$ cat config.mk
export PLATFORM = sky130hd
export DESIGN_NAME = mips_cpu_mem_access_flat
export DESIGN_NICKNAME = d
export VERILOG_FILES = /design/src/rtl/mips_cpu_mem_access_if.sv /design/src/rtl/mips_cpu_mem_access.sv /design/src/flat_wrapper.sv
export SDC_FILE = /design/constraint.sdc
export NUM_CORES = 1
export LEC_CHECK = 0
export CAP_MARGIN = 20
export CELL_PAD_IN_SITES_DETAIL_PLACEMENT = 1
export CELL_PAD_IN_SITES_GLOBAL_PLACEMENT = 2
export CORE_MARGIN = 5
export CORE_UTILIZATION = 27
export CTS_CLUSTER_DIAMETER = 100
export DETAILED_ROUTE_END_ITERATION = 8
export GPL_TIMING_DRIVEN = 0
export PLACE_DENSITY_LB_ADDON = 0.1
export SLEW_MARGIN = 20
export SYNTH_ARGS = -nofsm -noshare
export SYNTH_HDL_FRONTEND = slang
export SYNTH_SLANG_ARGS = --single-unit
$ cat constraint.sdc
create_clock -name clk -period 2 [get_ports clk]
set_input_delay 0.4 -clock clk [delete_from_list [all_inputs] [get_ports clk]]
set_output_delay 0.4 -clock clk [all_outputs]
set_load 0.05 [all_outputs]
$ cat src/rtl/mips_cpu_mem_access_if.sv
// rtl/mips_cpu_mem_access_if.sv - core request/response and Avalon-MM signal bundle for the load/store stage
interface mips_cpu_mem_access_if;
   logic        req_valid;
   logic        req_ready;
   logic [2:0]  req_op;
   logic [31:0] req_addr;
   logic [31:0] req_wdata;
   logic        resp_valid;
   logic [31:0] resp_rdata;
   logic        resp_err;
   logic [31:0] address;
   logic        write;
   logic        read;
   logic        waitrequest;
   logic [31:0] writedata;
   logic [3:0]  byteenable;
   logic [31:0] readdata;

   modport master (
      input  req_valid, req_op, req_addr, req_wdata, waitrequest, readdata,
      output req_ready, resp_valid, resp_rdata, resp_err,
      output address, write, read, writedata, byteenable
   );

   modport slave (
      output req_valid, req_op, req_addr, req_wdata, waitrequest, readdata,
      input  req_ready, resp_valid, resp_rdata, resp_err,
      input  address, write, read, writedata, byteenable
   );
endinterface

$ cat src/rtl/mips_cpu_mem_access.sv
// rtl/mips_cpu_mem_access.sv - MIPS load/store stage driving a single aligned Avalon-MM transfer per request
module mips_cpu_mem_access #(
   parameter int TIMEOUT_CYCLES = 0
) (
   input logic                   clk,
   input logic                   rst,
   mips_cpu_mem_access_if.master bus
);
   localparam logic [2:0] OP_LW  = 3'd0;
   localparam logic [2:0] OP_LH  = 3'd1;
   localparam logic [2:0] OP_LHU = 3'd2;
   localparam logic [2:0] OP_LB  = 3'd3;
   localparam logic [2:0] OP_LBU = 3'd4;
   localparam logic [2:0] OP_SW  = 3'd5;
   localparam logic [2:0] OP_SH  = 3'd6;
   localparam logic [15:0] TIMEOUT_LIM = 16'(TIMEOUT_CYCLES);

   typedef enum logic [1:0] {IDLE, BUS, RESP} state_t;

   state_t      state;
   logic [2:0]  op_q;
   logic [1:0]  off_q;
   logic [15:0] wait_cnt;

   logic        misaligned;
   logic        is_store;
   logic [3:0]  be_next;
   logic [31:0] wd_next;
   logic [31:0] lane;
   logic [31:0] load_data;
   logic        timeout_hit;

   assign bus.req_ready = (state == IDLE);
   assign is_store      = (bus.req_op >= OP_SW);

   always_comb begin
      misaligned = 1'b0;
      be_next    = 4'b0000;
      wd_next    = 32'h0;
      case (bus.req_op)
         OP_LW, OP_SW: begin
            misaligned = |bus.req_addr[1:0];
            be_next    = 4'b1111;
            wd_next    = bus.req_wdata;
         end
         OP_LH, OP_LHU, OP_SH: begin
            misaligned = bus.req_addr[0];
            be_next    = 4'b0011 << bus.req_addr[1:0];
            wd_next    = {16'h0, bus.req_wdata[15:0]} << {bus.req_addr[1:0], 3'b000};
         end
         default: begin
            be_next = 4'b0001 << bus.req_addr[1:0];
            wd_next = {24'h0, bus.req_wdata[7:0]} << {bus.req_addr[1:0], 3'b000};
         end
      endcase
   end

   // Shift the addressed byte/halfword down to bit 0 before extending.
   always_comb begin
      lane      = bus.readdata >> {off_q, 3'b000};
      load_data = 32'h0;
      case (op_q)
         OP_LW:   load_data = bus.readdata;
         OP_LH:   load_data = {{16{lane[15]}}, lane[15:0]};
         OP_LHU:  load_data = {16'h0, lane[15:0]};
         OP_LB:   load_data = {{24{lane[7]}}, lane[7:0]};
         OP_LBU:  load_data = {24'h0, lane[7:0]};
         default: load_data = 32'h0;
      endcase
   end

   // The cycle that would bring the stall count to the limit is the last one on the bus.
   assign timeout_hit = (TIMEOUT_CYCLES > 0) && bus.waitrequest && (wait_cnt == TIMEOUT_LIM - 16'd1);

   always_ff @(posedge clk or negedge rst) begin
      if (!rst) begin
         state          <= IDLE;
         op_q           <= OP_LW;
         off_q          <= 2'b00;
         wait_cnt       <= 16'h0;
         bus.read       <= 1'b0;
         bus.write      <= 1'b0;
         bus.address    <= 32'h0;
         bus.writedata  <= 32'h0;
         bus.byteenable <= 4'b0000;
         bus.resp_valid <= 1'b0;
         bus.resp_err   <= 1'b0;
         bus.resp_rdata <= 32'h0;
      end else begin
         case (state)
            IDLE: begin
               if (bus.req_valid) begin
                  op_q           <= bus.req_op;
                  off_q          <= bus.req_addr[1:0];
                  bus.resp_rdata <= 32'h0;
                  if (misaligned) begin
                     bus.resp_err   <= 1'b1;
                     bus.resp_valid <= 1'b1;
                     state          <= RESP;
                  end else begin
                     bus.address    <= {bus.req_addr[31:2], 2'b00};
                     bus.byteenable <= be_next;
                     bus.writedata  <= wd_next;
                     bus.read       <= !is_store;
                     bus.write      <= is_store;
                     bus.resp_err   <= 1'b0;
                     wait_cnt       <= 16'h0;
                     state          <= BUS;
                  end
               end
            end
            BUS: begin
               if (!bus.waitrequest) begin
                  bus.read       <= 1'b0;
                  bus.write      <= 1'b0;
                  bus.resp_rdata <= load_data;
                  bus.resp_err   <= 1'b0;
                  bus.resp_valid <= 1'b1;
                  state          <= RESP;
               end else if (timeout_hit) begin
                  bus.read       <= 1'b0;
                  bus.write      <= 1'b0;
                  bus.resp_rdata <= 32'h0;
                  bus.resp_err   <= 1'b1;
                  bus.resp_valid <= 1'b1;
                  state          <= RESP;
               end else begin
                  wait_cnt <= wait_cnt + 16'd1;
               end
            end
            RESP: begin
               bus.resp_valid <= 1'b0;
               bus.resp_err   <= 1'b0;
               state          <= IDLE;
            end
            default: state <= IDLE;
         endcase
      end
   end
endmodule

$ cat src/flat_wrapper.sv
// flat-port wrapper written by rule: the top's interface ports become plain ports
module mips_cpu_mem_access_flat 
#(
   parameter int TIMEOUT_CYCLES = 0
)
  (clk, rst, bus_req_valid, bus_req_op, bus_req_addr, bus_req_wdata, bus_waitrequest, bus_readdata, bus_req_ready, bus_resp_valid, bus_resp_rdata, bus_resp_err, bus_address, bus_write, bus_read, bus_writedata, bus_byteenable);
  mips_cpu_mem_access_if bus_i ();
  input logic clk;
  input logic rst;
  input wire logic [$bits(bus_i.req_valid)-1:0] bus_req_valid;
  input wire logic [$bits(bus_i.req_op)-1:0] bus_req_op;
  input wire logic [$bits(bus_i.req_addr)-1:0] bus_req_addr;
  input wire logic [$bits(bus_i.req_wdata)-1:0] bus_req_wdata;
  input wire logic [$bits(bus_i.waitrequest)-1:0] bus_waitrequest;
  input wire logic [$bits(bus_i.readdata)-1:0] bus_readdata;
  output wire logic [$bits(bus_i.req_ready)-1:0] bus_req_ready;
  output wire logic [$bits(bus_i.resp_valid)-1:0] bus_resp_valid;
  output wire logic [$bits(bus_i.resp_rdata)-1:0] bus_resp_rdata;
  output wire logic [$bits(bus_i.resp_err)-1:0] bus_resp_err;
  output wire logic [$bits(bus_i.address)-1:0] bus_address;
  output wire logic [$bits(bus_i.write)-1:0] bus_write;
  output wire logic [$bits(bus_i.read)-1:0] bus_read;
  output wire logic [$bits(bus_i.writedata)-1:0] bus_writedata;
  output wire logic [$bits(bus_i.byteenable)-1:0] bus_byteenable;
  assign bus_i.req_valid = bus_req_valid;
  assign bus_i.req_op = bus_req_op;
  assign bus_i.req_addr = bus_req_addr;
  assign bus_i.req_wdata = bus_req_wdata;
  assign bus_i.waitrequest = bus_waitrequest;
  assign bus_i.readdata = bus_readdata;
  assign bus_req_ready = bus_i.req_ready;
  assign bus_resp_valid = bus_i.resp_valid;
  assign bus_resp_rdata = bus_i.resp_rdata;
  assign bus_resp_err = bus_i.resp_err;
  assign bus_address = bus_i.address;
  assign bus_write = bus_i.write;
  assign bus_read = bus_i.read;
  assign bus_writedata = bus_i.writedata;
  assign bus_byteenable = bus_i.byteenable;
  mips_cpu_mem_access #(.TIMEOUT_CYCLES(TIMEOUT_CYCLES)) u_core (.clk(clk), .rst(rst), .bus(bus_i));
endmodule
# Yosys cells after proc, flatten, opt, wreduce, memory -nomap -nowiden
# Cells that the tools add are included.
op_classes:
  n_lt_le_gt_ge: 1
  eq_ne: 14
  shift: 5
  muxes: 25
  n_bitwise: 1
  n_reduce_logical: 16
op_table:
  columns: ["op", "n"]
  rows:
  - ["32-bit case mux with 5 select lines", 1]
  - ["32-bit case mux with 2 select lines", 2]
  - ["32-bit two-way mux", 2]
  - ["16-bit by 5-bit << shifter with 32-bit output", 1]
  - ["8-bit by 5-bit << shifter with 32-bit output", 1]
  - ["32-bit by 5-bit right shift with 16-bit output", 1]
  - ["1-bit two-way mux", 10]
  - ["3-bit by 2-bit equality test with 1-bit output (second input constant)", 3]
  - ["3-bit equality test (second input constant)", 3]
  - ["3-bit AND reduction", 3]
  - ["4-bit case mux with 2 select lines", 1]
  - ["4-bit AND reduction", 2]
  - ["3-bit by 1-bit equality test with 1-bit output (second input constant)", 2]
  - ["3-bit logical NOT", 2]
  - ["2-bit two-way mux", 3]
  - ["2-bit inequality test (second input constant)", 3]
  - ["1-bit case mux with 2 select lines", 3]
  - ["1-bit case mux with 3 select lines", 2]
  - ["2-bit case mux with 2 select lines", 1]
  - ["2-bit AND reduction", 2]
  - ["2-bit OR reduction", 2]
  - ["1-bit by 2-bit << shifter with 4-bit output (first input constant)", 1]
  - ["2-bit by 2-bit << shifter with 4-bit output (first input constant)", 1]
  - ["3-bit greater-or-equal comparator (second input constant)", 1]
  - ["other kinds (9)", 9]
totals:
  regBits: 109
  inputBits: 103
  out_inout_bits: 105
  word_cells: 73

# Logic depth before layout (Yosys ltp)
# Gate-level depths: netlist (run 1).
logic_depth:
  ltp_word: 6
  mapped_depth: 8
  depth_no_buf: 6

# Least setup slack after synthesis (run 1)
# OpenSTA, ideal clock, no wires.
synth_path:
  path_kind: "flip-flop to flip-flop"
  from: "reg u_core.state[0]"
  to: "reg u_core.bus.address[19]"
  setup_time_ps: 125
  arrival_time_ps: 2126
  t_required_ps: 1875
  path_slack_ps: -251
  path_stages_with_launch: 8
  path_buffers: 2
  period_less_slack_ps: 2251
  path_cell_list: "dfrtp_1 > inv_1 > ha_1 > nand2_1 > nor2_2 > buf_6 > buf_6 > mux2_4"
synth_between:
  elab_chain_len: 2
synth_rtl:
  columns: ["element", "line_no", "text"]
  rows:
  - ["start: declaration", "mips_cpu_mem_access.sv:20", "state_t state;"]
  - ["start signal: assignment", "mips_cpu_mem_access.sv:77", "state <= IDLE;"]
  - ["start signal: assignment", "mips_cpu_mem_access.sv:99", "state <= RESP;"]
  - ["start signal: assignment", "mips_cpu_mem_access.sv:108", "state <= BUS;"]
  - ["2-bit logical NOT", null, null]
  - ["net bus_req_ready", "flat_wrapper.sv:16", "output wire logic [$bits(bus_i.req_ready)-1:0] bus_req_ready;"]
  - ["3-bit AND reduction (no source line)", null, null]
  - ["end signal: assignment", "mips_cpu_mem_access.sv:101", "bus.address <= {bus.req_addr[31:2], 2'b00};"]
  - ["end: declaration", "mips_cpu_mem_access_if.sv:22", "output address, write, read, writedata, byteenable"]
# The timed path passes the listed nets, and every way through them passes these cells.
# A chain may end at the register's enable or synchronous reset.

# Final worst setup path (run 1)
layout_path:
  from: "reg u_core.bus.writedata[8]"
  to: "out bus_writedata[8]"
layout_rtl:
  columns: ["element", "line_no", "text"]
  rows:
  - ["start: declaration", "mips_cpu_mem_access_if.sv:22", null]
  - ["start signal: assignment", "mips_cpu_mem_access.sv:103", "bus.writedata <= wd_next;"]
  - ["end: declaration", "flat_wrapper.sv:23", "output wire logic [$bits(bus_i.writedata)-1:0] bus_writedata;"]
# No word-level cell between the ends.

==> results.py, run 1 <==
metrics = {
    "timing": {
        "setup_ws_ps": 38.32,
        "finClkSkew_ps": 8.286,
        "finalMaxSlewViolations": 0,
        "fin_crit_ps": 1962,
        "slew_headroom_pct": 56.98,
        "hold_viol_final": 5,
        "hold_ws_ps": -13.24,
        "clock.fmax_ghz": 0.5098,
        "worst_pin_slew_ps": 642.9,
        "setup_viol": 0,
        "post-route-period-util_pct": 98.08,
    },
    "clocking": {
        "cts_buffers": 9,
        "clock-sinks": 109,
        "htree_levels": 3,
        "clock_path_buffers": 2,
        "cts.clk_slew.worst_paths_ps": 80,
        "clk-insertion-delay-late_ps": 350,
        "cts_tree": "yes",
        "clock-root-buffer": "clkbuf_16",
        "cts_hold_buf": 0,
    },
    "grt": {
        "grt_max_degree": 56,
        "grt_pass1_vias": 5452,
        "grt_pass1_wl_um": 31460,
        "grtUsageTotal_pct": 17.70,
        "grt_antenna_before_repair": 3,
        "overflow": 0,
    },
    "run": {
        "cap_violations": 0,
    },
    "finish": {
        "area_growth_syn_to_layout_pct": 53.82,
        "drive_gt1_share_pct": 15.66,
        "final_cell_area_um2": 8347,
        "finalNonFillerCells": 982,
        "nNetsFinal": 817,
        "post-route-util_pct": 42.47,
    },
    "run_status": {
        "violations": "negative hold slack",
        "status": "finished with violations",
    },
    "pwr": {
        "peakVddDrop_mv": 0.9670,
        "p_per_area_nw_per_um2": 1693,
        "p_leak_nw": 3.524,
        "finalPower_mw": 14.13,
    },
    "worst_setup_path": {
        "cp_slowest_stage_delay_ps": 830,
        "path_class": "flop to primary output",
        "startpoint_type": "flop",
        "crit_buf_inv": 1,
        "critPathArrivalTime_ps": 1560,
        "crit_path_end_kind": "primary output",
        "worstPathCellList": "clkdlybuf4s50_1",
        "path_delay_family": "buffers and inverters",
        "slowest_stage": "clkdlybuf4s50_1",
        "crit_required_ps": 1600,
        "path_max_fanout": 2,
    },
    "yosys": {
        "syn_avg_cell_area_um2": 11.14,
        "synth-edff-count": 0,
        "yosysUniqueCellTypes": 51,
        "synth_warnings": 0,
        "syn_inst": 487,
        "synth_largest_area_cell": "dfrtp_1",
        "async_flop_share_pct": 100.0,
        "syn_area_um2": 5426,
        "ys.flop_type": "dfrtp_1",
        "ys_ff_latch": 109,
        "synth.area.top_cells": "dfrtp_1, mux2_2, a21oi_1",
        "synth-seq-area-share_pct": 50.27,
        "synth_top_area_share_pct": 50.27,
    },
    "routing": {
        "drtPass1Iterations": 4,
        "vias": 4913,
        "final_antenna_net_count": 0,
        "avgRoutedWirePerCell_um": 20.78,
        "avgViaCountPerCell": 5.003,
        "drcViolationCount": 0,
        "drt-initial-drc-count": 261,
        "drt_wl_total_um": 20410,
    },
    "placed_design": {
        "io_buffer_count": 204,
        "gp_congestion": 0.8240,
        "place_area_um2": 7835,
        "place_ws_ps": -639.1,
        "hpwl_um": 15630,
        "place_inst": 958,
    },
    "worst_hold_path": {
        "min-delay-path-class": "input port to async pin",
    },
    "floorplan": {
        "ioPinCount": 208,
        "die_w_um": 151.8,
        "floorplan.initialDensity_pct": 27.61,
        "dieArea_um2": 23030,
        "core_area_um2": 19650,
        "rows": 51,
        "die_y_um": 151.8,
    },
}
==> metal layers <==
metal | wire length, um | up-vias | global-route usage, %
li1 | - | 2291 | -
met1 | 8485 | 2451 | 21.99
met2 | 10380 | 140 | 30.47
met3 | 1130 | 29 | 4.372
met4 | 401 | 2 | 5.211
met5 | 7 | - | 0
==> state kept, by name, indices dropped and copies added (netlist names), 2 cells and up <==
signal / count
u_core.state: 2
u_core.bus.address: 30
u_core.bus.writedata: 32
u_core.bus.byteenable: 4
u_core.op_q: 3
u_core.off_q: 2
u_core.bus.resp_rdata: 32
==> placed cells by master (no fill, tap or decap), types with 8 or more instances in the layout <==
master / instances
o211ai_1: 15
mux2i_1: 17
clkdlybuf4s50_1: 191
o2bb2ai_1: 8
o21ai_0: 20
a221oi_1: 14
nand2b_1: 14
nand3_1: 9
buf_4: 10
clkbuf_16: 9
a21oi_1: 37
a22oi_1: 9
buf_2: 13
mux2_4: 12
inv_1: 9
a31oi_1: 16
a22o_1: 11
dfrtp_1: 109
nor2_1: 11
nand2_1: 43
dlymetal6s2s_1: 9
a221o_1: 17
mux2_2: 23
==> worst paths after layout <==
check,cells past startpoint,end,slack (ps),from
min in group clk,3,u_core.op_q[0]$_DFFE_PN0P_,380,bus_req_op[0]
min,1,u_core.bus.resp_rdata[19]$_DFFE_PN0P_,-10,rst
max,1,bus_writedata[8],40,u_core.bus.writedata[8]$_DFFE_PN0P_
max reg2reg,7,u_core.bus.resp_rdata[23]$_DFFE_PN0P_,130,u_core.state[0]$_DFFE_PN0P_
max in group asynchronous,2,u_core.bus.writedata[11]$_DFFE_PN0P_,1320,rst
min reg2reg,1,u_core.bus.byteenable[0]$_DFFE_PN0P_,480,u_core.bus.byteenable[0]$_DFFE_PN0P_
==> logic make-up after synthesis <==
logic type               share of synthesized area (%)
AO/OA/AOI/OAI                                    22.87
XOR/XNOR                                        0.1614
adder cells (fa/ha/maj)                         0.9223
buffers and inverters                            4.658
flip-flops                                       50.27
multiplexers                                     12.06
other                                          0.06911
AND/OR/NAND/NOR                                  8.992
==> area by class of cell <==
type / instances / area, um^2
fillers: 2173 / 11310
well taps: 265 / 331.6
plain buffers: 40 / 241.5
repair buffers: 211 / 2143
multi-input cells: 330 / 2559
flip-flops and latches: 109 / 2728
diodes: 2 / 5.005
clock inverters: 7 / 80.08
clock buffers: 9 / 225.2
inverters: 9 / 33.78
==> Yosys cell counts, types with 2 or more instances <==
library cell / number
a21o_1: 2
mux2_2: 23
a221oi_1: 14
nor2b_1: 2
mux2i_1: 17
nand2b_1: 16
a31oi_1: 16
dfrtp_1: 109
inv_1: 9
a22oi_1: 9
nor2_1: 12
buf_6: 5
mux4_2: 2
buf_2: 13
a221o_1: 17
a211oi_1: 2
ha_1: 4
a21oi_1: 37
or3_1: 2
clkbuf_1: 16
buf_4: 4
o2bb2ai_1: 8
nand3_1: 9
and2_1: 2
nand3b_1: 2
mux2_4: 12
buf_1: 2
o21ai_0: 20
o22ai_1: 2
a22o_1: 11
o211ai_1: 15
nor2_2: 2
nand2_1: 44
nor3_1: 3
o311ai_0: 8
==> stage by stage <==
step	hold slack (ps)	setup TNS, ps
after floorplan	104.4	0
after global placement	464.6	-478020
after detailed placement	396.6	-47490
after CTS	5.026	0
after global routing	21.29	-5.671
final	-13.24	0
==> what timing repair did <==
| item | 4_1_cts | 5_1_grt |
|---|---|---|
| gates cloned | 0 | 0 |
| pin swaps | 4 | 3 |
| endpoints found under the setup margin | 104 | 80 |
| gates resized for setup | 23 | 34 |
| setup buffers | 5 | 1 |
==> where the power goes <==
part,switching (mW),internal (mW),leakage [nW]
Clock,0.919,0.995,0.154
Combinational,5.45,3.09,1.99
Sequential,0.539,3.13,1.38
Total,6.91,7.22,3.52
Power figures use the tool's default switching activity.
==> inputs of run 2 (changes only) <==
--- a/config.mk
+++ b/config.mk
@@ -5,14 +5,17 @@
 export SDC_FILE = /design/constraint.sdc
 export NUM_CORES = 1
 export LEC_CHECK = 0
+export ABC_AREA = 1
+export ABC_CLOCK_PERIOD_IN_PS = 2000
 export CAP_MARGIN = 20
 export CELL_PAD_IN_SITES_DETAIL_PLACEMENT = 1
 export CELL_PAD_IN_SITES_GLOBAL_PLACEMENT = 2
 export CORE_MARGIN = 5
-export CORE_UTILIZATION = 27
+export CORE_UTILIZATION = 24
 export CTS_CLUSTER_DIAMETER = 100
 export DETAILED_ROUTE_END_ITERATION = 8
 export GPL_TIMING_DRIVEN = 0
+export HOLD_SLACK_MARGIN = 0.08
 export PLACE_DENSITY_LB_ADDON = 0.1
 export SLEW_MARGIN = 20
 export SYNTH_ARGS = -nofsm -noshare
==> results.py, run 2 <==
metrics = {
    "timing": {
        "fin_crit_ps": 1958,
        "setup_viol": 0,
        "finalMaxSlewViolations": 0,
        "worst_pin_slew_ps": 765.5,
        "setup_ws_ps": 42.13,
        "hold_viol_final": 0,
        "finClkSkew_ps": 10.01,
        "clock.fmax_ghz": 0.5108,
        "fin_tns_setup_ps": 0,
        "slew_headroom_pct": 48.97,
        "post-route-period-util_pct": 97.89,
    },
    "worst_setup_path": {
        "ff2ff_path_depth": 8,
        "path_class": "flop to primary output",
        "r2r_slack_ps": 190,
        "startpoint_type": "flop",
        "r2r_start": "u_core.state[0]$_DFFE_PN0P_",
        "worstReg2RegEnd": "u_core.bus.resp_rdata[5]$_DFFE_PN0P_",
        "path_max_fanout": 2,
        "critPathArrivalTime_ps": 1560,
        "slowest_stage": "clkdlybuf4s50_1",
        "crit_buf_inv": 1,
        "crit_path_end_kind": "primary output",
        "path_delay_family": "buffers and inverters",
        "crit_required_ps": 1600,
        "cp_slowest_stage_delay_ps": 820,
        "worstPathCellList": "clkdlybuf4s50_1",
    },
    "run": {
        "cap_violations": 0,
    },
    "run_status": {
        "status": "finished, final reports clean",
    },
    "grt": {
        "grt_pass1_vias": 6218,
        "grtUsageTotal_pct": 16.70,
        "grt_max_degree": 63,
        "overflow": 0,
        "grt_antenna_before_repair": 0,
        "grt_pass1_wl_um": 35180,
    },
    "clocking": {
        "cts_tree": "yes",
        "clock_path_buffers": 2,
        "cts.clk_slew.worst_paths_ps": 80,
        "cts_buffers": 9,
        "clk-insertion-delay-late_ps": 360,
        "clock-root-buffer": "clkbuf_16",
        "clock-sinks": 109,
        "htree_levels": 3,
    },
    "placed_design": {
        "place_ws_ps": -338.7,
        "gp_congestion": 0.7955,
        "hpwl_um": 17460,
        "io_buffer_count": 205,
    },
    "routing": {
        "drt-initial-drc-count": 222,
        "avgViaCountPerCell": 4.393,
        "drtPass1Iterations": 4,
        "avgRoutedWirePerCell_um": 16.94,
        "vias": 5874,
        "drt_wl_total_um": 22650,
        "drcViolationCount": 0,
        "final_antenna_net_count": 0,
    },
    "finish": {
        "drive_gt1_share_pct": 7.564,
        "final_cell_mix": "nand2_1, clkdlybuf4s50_1, dfrtp_1, o21ai_0, nand3_1",
        "insertedDiodeCount": 0,
        "reg_top3": "u_core.bus.resp_rdata x32, u_core.bus.writedata x32, u_core.bus.address x30",
        "post-route-util_pct": 36.43,
        "area_growth_syn_to_layout_pct": 49.15,
        "nNetsFinal": 1121,
        "mostFrequentLayoutCell": "nand2_1",
    },
    "worst_hold_path": {
        "hp-start": "u_core.bus.read$_DFFE_PN0P_",
        "min-delay-path-class": "flop to flop",
        "holdPathStages": 2,
        "worstHoldEndpoint": "u_core.bus.read$_DFFE_PN0P_",
    },
    "yosys": {
        "synth_adder_area_share_pct": 0.8730,
        "yosysUniqueCellTypes": 25,
        "async_flop_share_pct": 100.0,
        "syn_area_um2": 5733,
        "yosysMostFrequentCell": "nand2_1",
        "synth.area.top_cells": "dfrtp_1, nand2_1, o21ai_0",
        "synth_mux_area_share_pct": 0,
        "synth_common_cells": "nand2_1, dfrtp_1, o21ai_0",
        "yosys.area_share.simple_pct": 36.01,
        "syn_inst": 795,
        "synth-edff-count": 0,
        "syn_avg_cell_area_um2": 7.211,
        "synth_compound_area_share_pct": 8.206,
        "ys_ff_latch": 109,
        "synth-xor-area-share_pct": 0,
        "ys.flop_type": "dfrtp_1",
        "synth_top_family_by_area": "simple AND/OR/NAND/NOR gates",
        "synth-seq-area-share_pct": 47.58,
        "synth_warnings": 0,
        "synth_largest_area_cell": "dfrtp_1",
        "synth_top_area_share_pct": 47.58,
    },
    "floorplan": {
        "floorplan.initialDensity_pct": 24.42,
        "die_y_um": 164.6,
        "die_w_um": 164.6,
        "core_area_um2": 23470,
        "rows": 56,
        "ioPinCount": 208,
        "dieArea_um2": 27080,
    },
    "pwr": {
        "p_leak_nw": 4.397,
        "p_per_area_nw_per_um2": 1733,
        "peakVddDrop_mv": 0.6517,
    },
}
-- run 2: cell families (layout without fill, tap and decap cells) --
kind of cell | after synthesis | count (layout)
AND/OR/NAND/NOR | 510 | 510
flip-flops | 109 | 109
AO/OA/AOI/OAI | 90 | 90
buffers and inverters | 81 | 303
adder cells (fa/ha/maj) | 4 | 4
other | 1 | 2
-- run 2: worst min-delay path, cell delays in order, from the launching register on --
cell and delay [ps]:
dfrtp_1 350, nand2_1 50, nand2_1 40
-- run 2: power by group --
group	internal (mW)	switching [mW]	total (mW)
registers	3.20	0.605	3.80
clock network	0.867	0.952	1.82
logic	2.92	6.27	9.19
-- run 2: metal layers --
layer | global-route usage (%) | vias up | part of all wire (%)
li1 | - | 2926 | -
met1 | 21.69 | 2792 | 45
met2 | 28.55 | 135 | 49
met3 | 3.045 | 21 | 4.9
met4 | 4.575 | 0 | 1.6
met5 | 0 | - | 0
-- run 2: worst max path at each step --
stage | startpoint | end | cells after the start
2_1_floorplan | u_core.state[0]$_DFFE_PN0P_ | u_core.bus.byteenable[0]$_DFFE_PN0P_ | 9
3_3_place_gp | rst | u_core.bus.address[31]$_DFFE_PN0P_ | 1
3_5_place_dp | bus_req_op[2] | u_core.bus.writedata[17]$_DFFE_PN0P_ | 8
4_1_cts | u_core.state[0]$_DFFE_PN0P_ | bus_req_ready | 3
5_1_grt | u_core.bus.address[6]$_DFFE_PN0P_ | bus_address[6] | 1
6_report | u_core.bus.byteenable[1]$_DFFE_PN0P_ | bus_byteenable[1] | 1
-- run 2: through the flow --
step	hold WS, ps	cells	instance area (um^2)	power (mW)
2_1_floorplan	104.4	796	5737	9.736
3_3_place_gp	454.0	1320	8188	13.11
3_5_place_dp	390.3	1321	8217	13.15
4_1_cts	478.8	1337	8511	15.06
5_1_grt	497.4	1337	8551	15.83
6_report	470.2	1337	8551	14.82
-- run 2: timing repair --
action | 4_1_cts | 5_1_grt
pin swaps | 0 | 1
hold buffers | 1 | 0
endpoints found under the hold margin | 47 | 0
buffers inserted | 0 | 0
setup endpoints to repair | 12 | 43
gates resized for setup | 8 | 22
-- run 2: layout make-up --
| class | instances | area [um^2] |
|---|---|---|
| fillers | 2892 | 14920 |
| flip-flops and latches | 109 | 2728 |
| multi-input cells | 606 | 2605 |
| repair buffers | 207 | 2110 |
| well taps | 319 | 399.1 |
| plain buffers | 42 | 282.8 |
| clock buffers | 9 | 225.2 |
| inverters | 39 | 146.4 |
| clock inverters | 6 | 55.05 |
